===== config.mk =====
export PLATFORM = sky130hd
export DESIGN_NAME = d_mem_bridge
export DESIGN_NICKNAME = d
export VERILOG_FILES = /design/src/rtl/mem_bridge_pkg.sv /design/src/rtl/mem_addr_map.sv /design/src/rtl/d_mem_bridge.sv
export SDC_FILE = /design/constraint.sdc
export NUM_CORES = 1
export LEC_CHECK = 0
export CAP_MARGIN = 20
export CORE_UTILIZATION = 27
export DETAILED_ROUTE_END_ITERATION = 10
export PLACE_DENSITY = 0.78
export SLEW_MARGIN = 30
export SYNTH_ARGS = -nofsm -noshare
export SYNTH_HDL_FRONTEND = slang
export SYNTH_SLANG_ARGS = --single-unit
export TNS_END_PERCENT = 10

===== constraint.sdc =====
create_clock -name clk -period 1.4 [get_ports clk]
set_input_delay 0.28 -clock clk [delete_from_list [all_inputs] [get_ports clk]]
set_output_delay 0.28 -clock clk [all_outputs]
set_load 0.02 [all_outputs]

===== src/rtl/mem_bridge_pkg.sv =====
// Shared types and constants for the data-memory bridge.
// Holds FSM state encoding, transfer size codes and kseg segment tags.
package mem_bridge_pkg;

    typedef enum logic [1:0] {
        S_IDLE = 2'd0,
        S_ADDR = 2'd1,
        S_DATA = 2'd2,
        S_HOLD = 2'd3
    } state_t;

    localparam logic [1:0] SIZE_BYTE = 2'd0;
    localparam logic [1:0] SIZE_HALF = 2'd1;
    localparam logic [1:0] SIZE_WORD = 2'd2;

    localparam logic [2:0] KSEG0 = 3'b100;
    localparam logic [2:0] KSEG1 = 3'b101;

endpackage


===== src/rtl/mem_addr_map.sv =====
// Virtual-to-physical address fold plus size/offset decode from wen.
// Ports: vaddr_i, wen_i -> paddr_o (physical, low bits = lane), size_o.
module mem_addr_map
    import mem_bridge_pkg::*;
#(
    parameter int ADDR_W   = 32,
    parameter int MAP_KSEG = 1
) (
    input  logic [ADDR_W-1:0] vaddr_i,
    input  logic [3:0]        wen_i,
    output logic [ADDR_W-1:0] paddr_o,
    output logic [1:0]        size_o
);

    logic [1:0]        off;
    logic [2:0]        seg;
    logic [ADDR_W-1:0] mapped;

    always_comb begin
        size_o = SIZE_WORD;
        off    = 2'b00;
        // Loads and irregular masks fall through as aligned words.
        case (wen_i)
            4'b0011: begin size_o = SIZE_HALF; off = 2'b00; end
            4'b1100: begin size_o = SIZE_HALF; off = 2'b10; end
            4'b0001: begin size_o = SIZE_BYTE; off = 2'b00; end
            4'b0010: begin size_o = SIZE_BYTE; off = 2'b01; end
            4'b0100: begin size_o = SIZE_BYTE; off = 2'b10; end
            4'b1000: begin size_o = SIZE_BYTE; off = 2'b11; end
            default: ;
        endcase
    end

    always_comb begin
        seg    = vaddr_i[ADDR_W-1 -: 3];
        mapped = vaddr_i;
        if ((MAP_KSEG != 0) && (seg == KSEG0 || seg == KSEG1))
            mapped[ADDR_W-1 -: 3] = 3'b000;
        mapped[1:0] = off;
        paddr_o     = mapped;
    end

endmodule


===== src/rtl/d_mem_bridge.sv =====
// Turns the MEM-stage data access into one sram-like req/addr_ok/data_ok
// transaction. Ports: M-stage request in, readdata out, d_stall out, bus side.
module d_mem_bridge
    import mem_bridge_pkg::*;
#(
    parameter int ADDR_W   = 32,
    parameter int DATA_W   = 32,
    parameter int MAP_KSEG = 1
) (
    input  logic              clk,
    input  logic              rst,
    input  logic              mem_enM,
    input  logic [3:0]        mem_wenM,
    input  logic [ADDR_W-1:0] mem_addrM,
    input  logic [DATA_W-1:0] mem_wdataM,
    output logic [DATA_W-1:0] mem_rdataM,
    input  logic              longest_stall,
    output logic              d_stall,
    output logic              data_req,
    output logic              data_wr,
    output logic [1:0]        data_size,
    output logic [ADDR_W-1:0] data_addr,
    output logic [DATA_W-1:0] data_wdata,
    input  logic              data_addr_ok,
    input  logic              data_data_ok,
    input  logic [DATA_W-1:0] data_rdata
);

    state_t            state_q;
    logic [DATA_W-1:0] rdata_q;
    logic              is_idle, is_addr, is_data;

    mem_addr_map #(
        .ADDR_W  (ADDR_W),
        .MAP_KSEG(MAP_KSEG)
    ) u_map (
        .vaddr_i(mem_addrM),
        .wen_i  (mem_wenM),
        .paddr_o(data_addr),
        .size_o (data_size)
    );

    assign is_idle = (state_q == S_IDLE);
    assign is_addr = (state_q == S_ADDR);
    assign is_data = (state_q == S_DATA);

    // Gated by rst so nothing leaks onto the bus during reset.
    assign data_req   = rst & ((is_idle & mem_enM) | is_addr);
    assign d_stall    = rst & ((is_idle & mem_enM) | is_addr | is_data);
    assign data_wr    = |mem_wenM;
    assign data_wdata = mem_wdataM;
    assign mem_rdataM = rdata_q;

    always_ff @(posedge clk or negedge rst) begin
        if (!rst) begin
            state_q <= S_IDLE;
            rdata_q <= '0;
        end else begin
            unique case (state_q)
                S_IDLE: begin
                    if (mem_enM)
                        state_q <= data_addr_ok ? S_DATA : S_ADDR;
                end
                S_ADDR: begin
                    if (data_addr_ok)
                        state_q <= S_DATA;
                end
                S_DATA: begin
                    if (data_data_ok) begin
                        state_q <= S_HOLD;
                        rdata_q <= data_rdata;
                    end
                end
                // Holding here until the freeze lifts stops a frozen
                // instruction from issuing a second transaction.
                S_HOLD: begin
                    if (!longest_stall)
                        state_q <= S_IDLE;
                end
            endcase
        end
    end

endmodule


; Yosys cells after proc, flatten, opt, wreduce, memory -nomap -nowiden
; Index checks and enable logic that the tools add are counted.
[op_classes]
n_addsub = 0
mul = 0
div = 0
magnitude_cmp = 0
n_eq_ne = 15
shift = 0
muxes = 9
bitwise = 5
reduce_logical = 8
[ops]
columns = op, n
row1 = 2-bit 2-to-1 mux, 5
row2 = "4-bit by 2-bit equality test with 1-bit output, second input constant", 2
row3 = "4-bit equality test, second input constant", 2
row4 = "2-bit != test, second input constant", 4
row5 = 2-bit case mux with 4 select lines, 1
row6 = 4-bit OR reduction, 2
row7 = "3-bit equality test, second input constant", 2
row8 = 2-bit case mux with 3 select lines, 1
row9 = "2-bit equality test, second input constant", 2
row10 = "4-bit by 1-bit equality test with 1-bit output, second input constant", 1
row11 = "4-bit by 3-bit equality test with 1-bit output, second input constant", 1
row12 = 2-bit case mux with 2 select lines, 1
row13 = 4-bit AND reduction, 1
row14 = 2-bit OR reduction, 2
row15 = 1-bit bitwise AND, 3
row16 = 3-bit 2-to-1 mux, 1
row17 = "2-bit by 1-bit equality test with 1-bit output, second input constant", 1
row18 = 2-bit zero test, 1
row19 = 1-bit OR, 2
row20 = 2-bit AND reduction, 1
row21 = 1-bit logical OR, 1
[totals]
ff_bits = 34
latchBits = 0
ram_bits = 0
rom_bits = 0
in_bits = 106
wordCells = 39
n_memories = 0

; Longest topological paths before layout
; Gate-level depths: netlist of run 1.
[logic_depth]
ltp_word = 5
ltp_mapped = 5

; Modules after synthesis
; A second synthesis of run 1 with hierarchy kept.
[unflattened]
hier_cells = 162
area_unflattened_um2 = 2045.7
[modules_own_cells]
columns = module, instances, cells_each, area_each_um2, seq_area_each_um2
row1 = d_mem_bridge, 1, 123, 1767.9, 850.8
row2 = mem_addr_map, 1, 39, 277.8, 0.0

; Least setup slack after synthesis of run 1
; Ideal clock, no wire load.
[synth_path]
path_kind = reg-to-output
startpoint = reg state_q[0]
endpoint = out d_stall
arrival_time_ns = 1.272
path_slack_ns = -0.152
stages_incl_launch_ff = 5
path_cell_list = dfrtp_1 > inv_1 > ha_1 > inv_1 > a21boi_0
[synth_via]
elab_chain_len = 5
elab_cells_between_ends = 7
cone_classes = 2 x eq/ne / 4 x bitwise / 1 x reduce/logical
[synth_lines]
columns = item, line_no
row1 = "start, declared", d_mem_bridge.sv:29  ; state_t state_q;
row2 = "start signal, assigned", d_mem_bridge.sv:62  ; state_q <= data_addr_ok ? S_DATA : S_ADDR;
row3 = 2-bit zero test, d_mem_bridge.sv:43  ; assign is_idle = (state_q == S_IDLE);
row4 = 1-bit bitwise AND, d_mem_bridge.sv:49  ; assign d_stall = rst & ((is_idle & mem_enM) | is_addr | is_data);
row5 = 1-bit OR, d_mem_bridge.sv:49
row6 = 1-bit OR (*), d_mem_bridge.sv:49
row7 = 1-bit bitwise AND (*), d_mem_bridge.sv:49
row8 = "end, declared", d_mem_bridge.sv:18  ; output logic d_stall,
; Every way passes the cells marked *; elsewhere a longest branch is shown, timed or not.

; Worst setup path after layout of run 1
; Same ends and word-level chain as after synthesis.

==> reports/results.tsv, run 1 <==
metric	value	unit
maxSlewHeadroom	0.703	
die_w	89.7	µm
portBuffers	86	
die-area	8050	µm²
worstPathArrival	1.29	ns
avgViaCountPerCell	4.06	
io_pins	207	
drv_cap	0	
ant_nets	0	
drive_above_1_share	0.394	
fillers	730	
r2r_start	state_q[1]	
clkLatencyLatePin	0.28	ns
drtPass1Iterations	3	
wl_per_cell	14.6	µm
avgSynthCellArea	12.7	µm²
ys_seq_elements	34	
synthCells	163	
crit_start	state_q[0]	
clock-root-buffer	clkbuf_8	
fp.dieH	89.7	µm
p_per_area	2110	nW/µm²
post-route-period-util	1.12	
grt_usage	0.107	
htreeDepth	2	
final_net_count	323	
hp-class	in -> async	
dp_hpwl	3180	µm
grt_pass1_vias	1349	
rows	31	
cp-end-kind	primary output	
crit_required	1.12	ns
coreArea	7330	µm²
final_core_utilization	0.389	
antenna_found_initial	0	
finalCriticalPeriod	1.57	ns
crit_path_end	d_stall	
skew	0.0100	ns
clkSinkCount	34	
outcome	finished, violations left	
rsz0062_at_grt	yes	
fin_total_pwr	6020	µW
peakVddDrop	656	µV
max_slew.worst_pin.slew	0.446	ns
final-seq-area	851	µm²
path_class	reg -> out	
synth_area	2080	µm²
clock_path_buffers	2	
routed_wirelength	4550	µm
start_util	0.283	
p_leak	0.00139	µW
gp_congestion	0.658	
timing.final.ws_setup	-0.173	ns
hold_viol_final	0	
syn_to_final_growth	37.4	%
max_freq	0.636	GHz
ys_seq_area_frac	0.410	
grt_pass1_wl	6890	µm
startpoint_type	register	
yosysUniqueCellTypes	22	
rrSetupSlack	-0.09	ns
cts.reportedPaths.clkPinSlew	0.07	ns
violations	setup timing	
multi_input_area	782	µm²
rr_worst_depth	6	
overflow	0	
setup_viol	36	
synth_nets	274	
dr_total_vias	1268	
crit_fanout	3	
antenna-diode-count	0	
timing.rr.end	mem_rdataM[21]	
cts_tree	done	
drc	0	
grt_max_degree	35	
slew_viol_final	0	
postCtsHoldBufs	0	
yosys_warnings	0	
cts_buffers	5	
initialDrtViolationCount	19	
kinds of logic after synthesis:
family	Yosys count	synth area share
adder cells (fa/ha/maj)	5	0.0301
AO/OA/AOI/OAI	4	0.0169
AND/OR/NAND/NOR	16	0.0404
XOR/XNOR	1	0.00422
flip-flops	34	0.410
buffers and inverters	67	0.251
multiplexers	36	0.248
where the power goes:
group,switching [µW],internal [µW]
Clock,360,395
Combinational,1540,1960
Sequential,265,1490
worst min path at each step:
| stage | start | endpoint | slack (ns) | cells past startpoint |
|---|---|---|---|---|
| after floorplan | rst | mem_rdataM[0] | -0.02 | 0 |
| after CTS | rst | mem_rdataM[9] | 0.13 | 2 |
| final | rst | mem_rdataM[9] | 0.09 | 2 |
| after detailed placement | rst | mem_rdataM[9] | 0.44 | 2 |
| after global routing | rst | mem_rdataM[9] | 0.14 | 2 |
| after global placement | rst | mem_rdataM[6] | 0.43 | 2 |
registers in the layout, indices dropped and copies added (netlist names):
signal / flops
mem_rdataM: 32
state_q: 2
stage by stage:
stage,instances,setup slack [ns],hold slack [ns],TNS [ns],area [µm²]
floorplan,163,-0.0456,-0.0156,-0.0456,2080
global placement,297,-0.587,0.433,-8.91,2670
detailed placement,297,-0.644,0.441,-9.95,2670
CTS,308,-0.194,0.129,-3.61,2750
global route,312,-0.254,0.135,-4.15,2850
finish,312,-0.173,0.0938,-2.69,2850
final cells by class:
cell class              count  share of cell area
flip-flops and latches     34               0.298
inverters                   4             0.00526
multi-input cells          62               0.274
repair buffers            105               0.346
well taps                  99              0.0434
clock buffers               6              0.0289
clock inverters             2             0.00438
timing repair:
item / CTS / global route
resized for setup: 90 / 12
setup endpoints to repair: 76 / 40
setup buffers: 3 / 2
gates cloned: 0 / 2
pin swaps: 5 / 3
worst max-delay path, cell delays in order, from the launching register on:
cell	delay, ns
dfrtp_1	0.39
inv_2	0.09
ha_4	0.17
a21oi_2	0.14
a21boi_1	0.08
buf_4	0.16
Yosys cell counts (all sizes together):
cell | n | area share
a21boi | 2 | 0.0072
a21oi | 1 | 0.0024
and2 | 1 | 0.0030
buf | 62 | 0.24
clkbuf | 1 | 0.0018
dfrtp | 34 | 0.41
ha | 5 | 0.030
inv | 4 | 0.0072
mux2 | 33 | 0.23
mux2i | 3 | 0.014
nand2 | 4 | 0.011
nand2b | 2 | 0.0060
nand3 | 2 | 0.0048
nor2 | 3 | 0.0054
nor2b | 1 | 0.0030
nor3 | 3 | 0.0072
o2111ai | 1 | 0.0072
xnor2 | 1 | 0.0042
per-layer routing:
| metal | track usage | wire length, µm |
|---|---|---|
| met2 | 0.201 | 2370 |
| met4 | 0.0478 | 86 |
| met3 | 0.0321 | 324 |
| met5 | 0 | 0 |
| met1 | 0.108 | 1760 |
cells in the final DEF (no fill, tap or decap), drive strengths merged, types with 2 or more instances in the layout:
master	instances
mux2i	3
nand2	4
inv	4
dlygate4sd2	38
clkdlybuf4s50	38
nor3	3
buf	26
dfrtp	34
clkbuf	9
nor2	3
nand2b	2
a21boi	2
ha	5
mux2	33
nand3	2
Note: power is estimated with default switching activity, not from simulation.
==> run 2, diff against run 1 <==
--- a/config.mk
+++ b/config.mk
@@ -5,7 +5,6 @@
 export SDC_FILE = /design/constraint.sdc
 export NUM_CORES = 1
 export LEC_CHECK = 0
-export CAP_MARGIN = 20
 export CORE_UTILIZATION = 27
 export DETAILED_ROUTE_END_ITERATION = 10
 export PLACE_DENSITY = 0.78
==> results of run 2 <==
Final layout, timing and power as in run 1 (identical DEF).
